[config.mk]
export PLATFORM = sky130hd
export DESIGN_NAME = dispensador_troco_flat
export DESIGN_NICKNAME = d
export VERILOG_FILES = /design/src/rtl/dispensador_troco_if.sv /design/src/rtl/dispensador_troco.sv /design/src/flat_wrapper.sv
export SDC_FILE = /design/constraint.sdc
export NUM_CORES = 1
export LEC_CHECK = 0
export BUFFER_PORTS_ARGS = -buffer_cell sky130_fd_sc_hd__buf_2
export CORE_MARGIN = 4
export CORE_UTILIZATION = 34
export DETAILED_ROUTE_END_ITERATION = 7
export PLACE_DENSITY = 0.69
export SYNTH_ARGS = -nofsm -noshare
export SYNTH_HDL_FRONTEND = slang
export SYNTH_SLANG_ARGS = --single-unit
export TNS_END_PERCENT = 30
[constraint.sdc]
create_clock -name clk -period 1.97 [get_ports clk]
set_clock_uncertainty 0.1 [all_clocks]
set_input_delay 0 -clock clk [delete_from_list [all_inputs] [get_ports clk]]
set_output_delay 0 -clock clk [all_outputs]
set_load 0.01 [all_outputs]
[src/rtl/dispensador_troco_if.sv]
`default_nettype none
// +------------------------------------------------------------------+
// | Module : dispensador_troco_if                                    |
// | Brief  : Coin-dispenser bus: start/balance in, coin handshake out|
// | Rev    : 1.0                                                     |
// +------------------------------------------------------------------+
interface dispensador_troco_if #(
    parameter int CNT_W = 4
);
    logic             start;
    logic [5:0]       saldo;
    logic             vendeu;
    logic             refill;
    logic             next;
    logic [4:0]       moeda;
    logic             valid;
    logic             busy;
    logic             done;
    logic             erro;
    logic [5:0]       restante;
    logic [CNT_W-1:0] cnt20;
    logic [CNT_W-1:0] cnt10;
    logic [CNT_W-1:0] cnt5;

    modport master (
        output start, saldo, vendeu, refill, next,
        input  moeda, valid, busy, done, erro, restante, cnt20, cnt10, cnt5
    );

    modport slave (
        input  start, saldo, vendeu, refill, next,
        output moeda, valid, busy, done, erro, restante, cnt20, cnt10, cnt5
    );
endinterface
`default_nettype wire

[src/rtl/dispensador_troco.sv]
`default_nettype none
// +------------------------------------------------------------------+
// | Module : dispensador_troco                                       |
// | Brief  : Greedy change dispenser with limited 20/10/5 coin stocks|
// | Rev    : 1.0                                                     |
// +------------------------------------------------------------------+
module dispensador_troco #(
    parameter int PRICE    = 40,
    parameter int CNT_W    = 4,
    parameter int INIT_CNT = 4
) (
    input wire logic           clk,
    input wire logic           rst,
    dispensador_troco_if.slave bus
);
    localparam logic [2:0] c_S_IDLE   = 3'd0;
    localparam logic [2:0] c_S_SELECT = 3'd1;
    localparam logic [2:0] c_S_OFFER  = 3'd2;
    localparam logic [2:0] c_S_DONE   = 3'd3;
    localparam logic [2:0] c_S_ERROR  = 3'd4;

    localparam logic [5:0]       c_PRICE = 6'(PRICE);
    localparam logic [CNT_W-1:0] c_INIT  = CNT_W'(INIT_CNT);
    localparam logic [CNT_W-1:0] c_ONE   = CNT_W'(1);
    localparam logic [4:0]       c_C20   = 5'd20;
    localparam logic [4:0]       c_C10   = 5'd10;
    localparam logic [4:0]       c_C5    = 5'd5;

    logic [2:0]       r_state;
    logic [2:0]       w_state_nxt;
    logic [5:0]       r_owed;
    logic [4:0]       r_coin;
    logic [4:0]       w_coin_sel;
    logic [5:0]       w_owed_start;
    logic [CNT_W-1:0] r_cnt20;
    logic [CNT_W-1:0] r_cnt10;
    logic [CNT_W-1:0] r_cnt5;

    always_ff @(posedge clk) begin
        if (rst) begin
            r_state <= c_S_IDLE;
        end else begin
            r_state <= w_state_nxt;
        end
    end

    // Largest coin that fits the debt and is still in stock; 0 means none.
    always_comb begin
        w_coin_sel = 5'd0;
        if (r_owed >= 6'd20 && r_cnt20 != '0) begin
            w_coin_sel = c_C20;
        end else if (r_owed >= 6'd10 && r_cnt10 != '0) begin
            w_coin_sel = c_C10;
        end else if (r_owed >= 6'd5 && r_cnt5 != '0) begin
            w_coin_sel = c_C5;
        end
    end

    // A sale whose balance does not cover the price is refunded in full.
    always_comb begin
        w_owed_start = bus.saldo;
        if (bus.vendeu && bus.saldo >= c_PRICE) begin
            w_owed_start = bus.saldo - c_PRICE;
        end
    end

    always_comb begin
        w_state_nxt = r_state;
        case (r_state)
            c_S_IDLE: begin
                if (!bus.refill && bus.start) begin
                    w_state_nxt = c_S_SELECT;
                end
            end
            c_S_SELECT: begin
                if (r_owed == 6'd0) begin
                    w_state_nxt = c_S_DONE;
                end else if (w_coin_sel != 5'd0) begin
                    w_state_nxt = c_S_OFFER;
                end else begin
                    w_state_nxt = c_S_ERROR;
                end
            end
            c_S_OFFER: begin
                if (bus.next) begin
                    w_state_nxt = c_S_SELECT;
                end
            end
            c_S_DONE:  w_state_nxt = c_S_IDLE;
            c_S_ERROR: w_state_nxt = c_S_IDLE;
            default:   w_state_nxt = c_S_IDLE;
        endcase
    end

    always_ff @(posedge clk) begin
        if (rst) begin
            r_owed  <= 6'd0;
            r_coin  <= 5'd0;
            r_cnt20 <= c_INIT;
            r_cnt10 <= c_INIT;
            r_cnt5  <= c_INIT;
        end else begin
            case (r_state)
                c_S_IDLE: begin
                    if (bus.refill) begin
                        r_cnt20 <= c_INIT;
                        r_cnt10 <= c_INIT;
                        r_cnt5  <= c_INIT;
                    end else if (bus.start) begin
                        r_owed <= w_owed_start;
                    end
                end
                c_S_SELECT: r_coin <= w_coin_sel;
                c_S_OFFER: begin
                    if (bus.next) begin
                        r_owed <= r_owed - {1'b0, r_coin};
                        case (r_coin)
                            c_C20:   r_cnt20 <= r_cnt20 - c_ONE;
                            c_C10:   r_cnt10 <= r_cnt10 - c_ONE;
                            c_C5:    r_cnt5  <= r_cnt5 - c_ONE;
                            default: ;
                        endcase
                    end
                end
                default: ;
            endcase
        end
    end

    always_comb begin
        bus.valid    = (r_state == c_S_OFFER);
        bus.moeda    = (r_state == c_S_OFFER) ? r_coin : 5'd0;
        bus.busy     = (r_state != c_S_IDLE);
        bus.done     = (r_state == c_S_DONE);
        bus.erro     = (r_state == c_S_ERROR);
        bus.restante = r_owed;
        bus.cnt20    = r_cnt20;
        bus.cnt10    = r_cnt10;
        bus.cnt5     = r_cnt5;
    end
endmodule
`default_nettype wire

[src/flat_wrapper.sv]
// flat-port wrapper written by rule: the top's interface ports become plain ports
module dispensador_troco_flat 
#(
    parameter int PRICE    = 40,
    parameter int CNT_W    = 4,
    parameter int INIT_CNT = 4
)
  (clk, rst, bus_start, bus_saldo, bus_vendeu, bus_refill, bus_next, bus_moeda, bus_valid, bus_busy, bus_done, bus_erro, bus_restante, bus_cnt20, bus_cnt10, bus_cnt5);
  dispensador_troco_if #(.CNT_W(CNT_W)) bus_i ();
  input wire logic clk;
  input wire logic rst;
  input wire logic [$bits(bus_i.start)-1:0] bus_start;
  input wire logic [$bits(bus_i.saldo)-1:0] bus_saldo;
  input wire logic [$bits(bus_i.vendeu)-1:0] bus_vendeu;
  input wire logic [$bits(bus_i.refill)-1:0] bus_refill;
  input wire logic [$bits(bus_i.next)-1:0] bus_next;
  output wire logic [$bits(bus_i.moeda)-1:0] bus_moeda;
  output wire logic [$bits(bus_i.valid)-1:0] bus_valid;
  output wire logic [$bits(bus_i.busy)-1:0] bus_busy;
  output wire logic [$bits(bus_i.done)-1:0] bus_done;
  output wire logic [$bits(bus_i.erro)-1:0] bus_erro;
  output wire logic [$bits(bus_i.restante)-1:0] bus_restante;
  output wire logic [$bits(bus_i.cnt20)-1:0] bus_cnt20;
  output wire logic [$bits(bus_i.cnt10)-1:0] bus_cnt10;
  output wire logic [$bits(bus_i.cnt5)-1:0] bus_cnt5;
  assign bus_i.start = bus_start;
  assign bus_i.saldo = bus_saldo;
  assign bus_i.vendeu = bus_vendeu;
  assign bus_i.refill = bus_refill;
  assign bus_i.next = bus_next;
  assign bus_moeda = bus_i.moeda;
  assign bus_valid = bus_i.valid;
  assign bus_busy = bus_i.busy;
  assign bus_done = bus_i.done;
  assign bus_erro = bus_i.erro;
  assign bus_restante = bus_i.restante;
  assign bus_cnt20 = bus_i.cnt20;
  assign bus_cnt10 = bus_i.cnt10;
  assign bus_cnt5 = bus_i.cnt5;
  dispensador_troco #(.PRICE(PRICE), .CNT_W(CNT_W), .INIT_CNT(INIT_CNT)) u_core (.clk(clk), .rst(rst), .bus(bus_i));
endmodule
==> results.md <==
* WL per Instance at roughly 13 µm
* Initial antenna violation count at 0
* FMAX at around 0.54 GHz
* Initial Util at a little over a third
* Hold Vio Cnt, Final at 0
* Routed wire length at 3940 µm
* Final cell count without fillers at approximately 300
* Post-synth EDFFs at 0
* Adder-Cell Fraction of Synth Area at under 10%
* Dpl ws at -0.0111 ns
* DP HPWL at between 2000 and 3000 µm
* Multiplexer share of the synthesized area at 0.619%
* Total gr overflow at 0
* CTS Root Cell: clkbuf_8
* Max-Cap Viols at 0
* Num CTS Buffers at 3
* Compound-Gate Fraction of Synth Area at between 10% and 20%
* Synth warn at 0
* Crit Path Class: register to register
* CTS sink cnt at 25
* CTS max path bufs at 2
* GRT Total Usage at 13.3%
* Final antenna-violating net count at 0
* Synth async-reset ratio at 0%
* Post-layout net count at between 200 and 300
* Mapped Cells at between 150 and 200
* Via count at ~1500
* CTS tree: built
* R2r setup slk at a little over 0.1 ns
* Startpoint types: register
* RePlAce Congestion at slightly below 0.8
* Synthesis-to-finish area growth at 26.1%
* Cell variety after synth at 57
* Initial DRT Pass Iterations at 4
* Post-synthesis cell area at about 0.0016 mm²
* Diodes inserted at 0
* Full die area at just under 0.006 mm²
* Row cnt at 24
* Kind of end point of the critical path: register
* Post-Synth Simple-Gate Area at roughly 28%
* Post-synth top flop: dfxtp_1
* Die Ht at around 77 µm
* Peak supply drop at 271 µV
* Leakage Power at between 0.9 and 1 nW
* Final WS setup at slightly above 0.1 ns
* Crit share post-route at around 95%
* I/O pin cnt at 39
* Vias/cell at 5.08
* Core Util, Final at 45.6%
* Global-route wire length before repair at 6380 µm
* Relative slew slack at between 70% and 80%
* Die Width at 77.0 µm
* Worst hold path type: input pin to register
* Mean Syn Cell Area at 8.30 µm²
* Crit-path max FO at 4
* Final instance area at between 0.002 and 0.0025 mm²
* Layout cells sized above 1 at 32.9%
* CP Data Arrival Time at 1.97 ns
* RSZ-0062 raised after global routing: no
* Critical Path RT at 2.07 ns
* DR iter-0 viols at 68
* # DRC at 0
* Clock Latency Late Sink at about 0.28 ns
* Post-Synth XOR/XNOR Area at around 4.9%
* Largest net degree at the start of global routing at 19
* Total negative slack at 0 ns
* PortBufs at 38
* Register bit total from synthesis at 25
* Vias in the first global route at between 1000 and 1500
* Placed insts at roughly 290
* Pwr dens at approximately 730 mW/mm²
* Status: finished clean
* Tmin final at ~1.9 ns
* Final setup violation count at 0
* Clock H-tree levels at 1
* Dpl cell area at about 0.0019 mm²
* Clock transition at the registers of the reported paths at about 0.090 ns
* Worst slew pin tran at just under 0.4 ns
* Sequential fraction of the synthesis area at ~31%
* Final Max Tran Viols at 0
* Core ar. at about 0.0045 mm²
* Largest family of logic cells by synthesized area: simple AND/OR/NAND/NOR gates
* Synth Net Count at around 220
## what timing repair did
item | in CTS | in global routing
cloned | 0 | 0
hold buffers | 5 | 0
setup endpoints to repair | 1 | 3
endpoints found under the hold margin | 5 | 0
buffers inserted | 2 | 0
gates resized for setup | 2 | 7
pin swaps | 1 | 0
## layout make-up
class | count | area [µm²]
Inverter | 18 | 67.6
Fill cell | 437 | 2430
Clock inverter | 1 | 7.51
Tap cell | 52 | 65.1
Sequential cell | 25 | 503
Multi-Input combinational cell | 143 | 1020
Timing Repair Buffer | 56 | 338
Clock buffer | 3 | 41.3
## worst paths after layout
kind	start	endpoint	cells after the start
max	u_core.r_coin[2]	u_core.bus.restante[2]	9
min	rst	u_core.r_coin[3]	2
max reg2reg	u_core.r_coin[2]	u_core.bus.restante[2]	9
min reg2reg	u_core.bus.cnt20[1]	u_core.bus.cnt20[1]	2
## stage by stage
stage          power, mW  hold WS [ns]
2_1_floorplan      0.967        0.0546
3_3_place_gp        1.11         0.206
3_5_place_dp        1.12         0.208
4_1_cts             1.47       0.00408
5_1_grt             1.59        0.0278
6_report            1.48       0.00651
## cell usage after synthesis (2+ instances only)
master,n,area share (%)
a211oi_1,3,1.4
a211oi_2,4,3.1
a21oi_1,10,3.1
a22oi_1,3,1.4
and3b_1,2,1.1
buf_2,3,0.93
buf_4,2,0.93
buf_6,2,1.4
dfxtp_1,25,31
ha_1,9,7.0
inv_1,16,3.7
inv_2,2,0.46
nand2_1,10,2.3
nand2b_1,2,0.77
nand3_1,5,1.5
nor2_1,30,7.0
nor2b_1,6,2.3
nor3_1,6,1.9
nor3b_1,2,0.93
o211ai_1,2,0.93
o21ai_0,4,1.2
o21ai_1,2,0.62
o31a_1,2,1.1
or3_1,3,1.2
xnor2_1,5,2.7
xor2_1,4,2.2
## sequential cells by signal, indices dropped and copies added (netlist names)
| signal | cells |
|---|---|
| u_core.r_coin | 4 |
| u_core.r_state | 3 |
| u_core.bus.cnt10 | 4 |
| u_core.bus.cnt20 | 4 |
| u_core.bus.restante | 6 |
| u_core.bus.cnt5 | 4 |
## layout by cell type (no fill, tap or decap), drive strengths merged, types with 2 or more instances in the layout
cell	count
a22oi	4
nand2b	2
or3b	2
dlygate4sd3	5
clkbuf	3
o21ai	6
a211oi	7
nor3	7
nand2	10
ha	9
inv	18
or3	3
nand3	5
or2	2
nor2b	6
nor3b	2
xor2	4
o31a	2
and3b	2
dfxtp	25
nor4	2
nand4	2
a21oi	10
o211ai	2
buf	51
nor2	31
xnor2	5
## cells by family (layout without fill, tap and decap cells)
kind of cell	after synthesis	in the layout
AOI/OAI and AO/OA	41	41
adders and majority gates	10	10
muxes	1	1
DFF	25	25
and+or+nand+nor	82	82
xor gates and xnor gates	9	9
buffers and inverters	27	78
## where the power goes
group	leakage (nW)	internal [mW]	switching, mW
Clock	0.0217	0.144	0.175
Sequential	0.205	0.550	0.0474
Combinational	0.679	0.272	0.294
## routing by layer
metal / routed length (µm) / vias to the layer above / global-route usage, %
li1: - / 778 / -
met1: 1850 / 699 / 17.3
met4: 74 / 0 / 6.05
met5: 0 / - / 0
met2: 1860 / 33 / 21.9
met3: 152 / 5 / 1.76
## critical path, cell delays in order (launching register included)
cell and delay [ns]:
dfxtp_2 0.33, inv_1 0.14, ha_4 0.23, nor2b_2 0.15
buf_4 0.12, buf_4 0.12, buf_4 0.12, nor3_1 0.19
a21oi_1 0.08, a211oi_2 0.20
(Power assumes the default switching activity.)
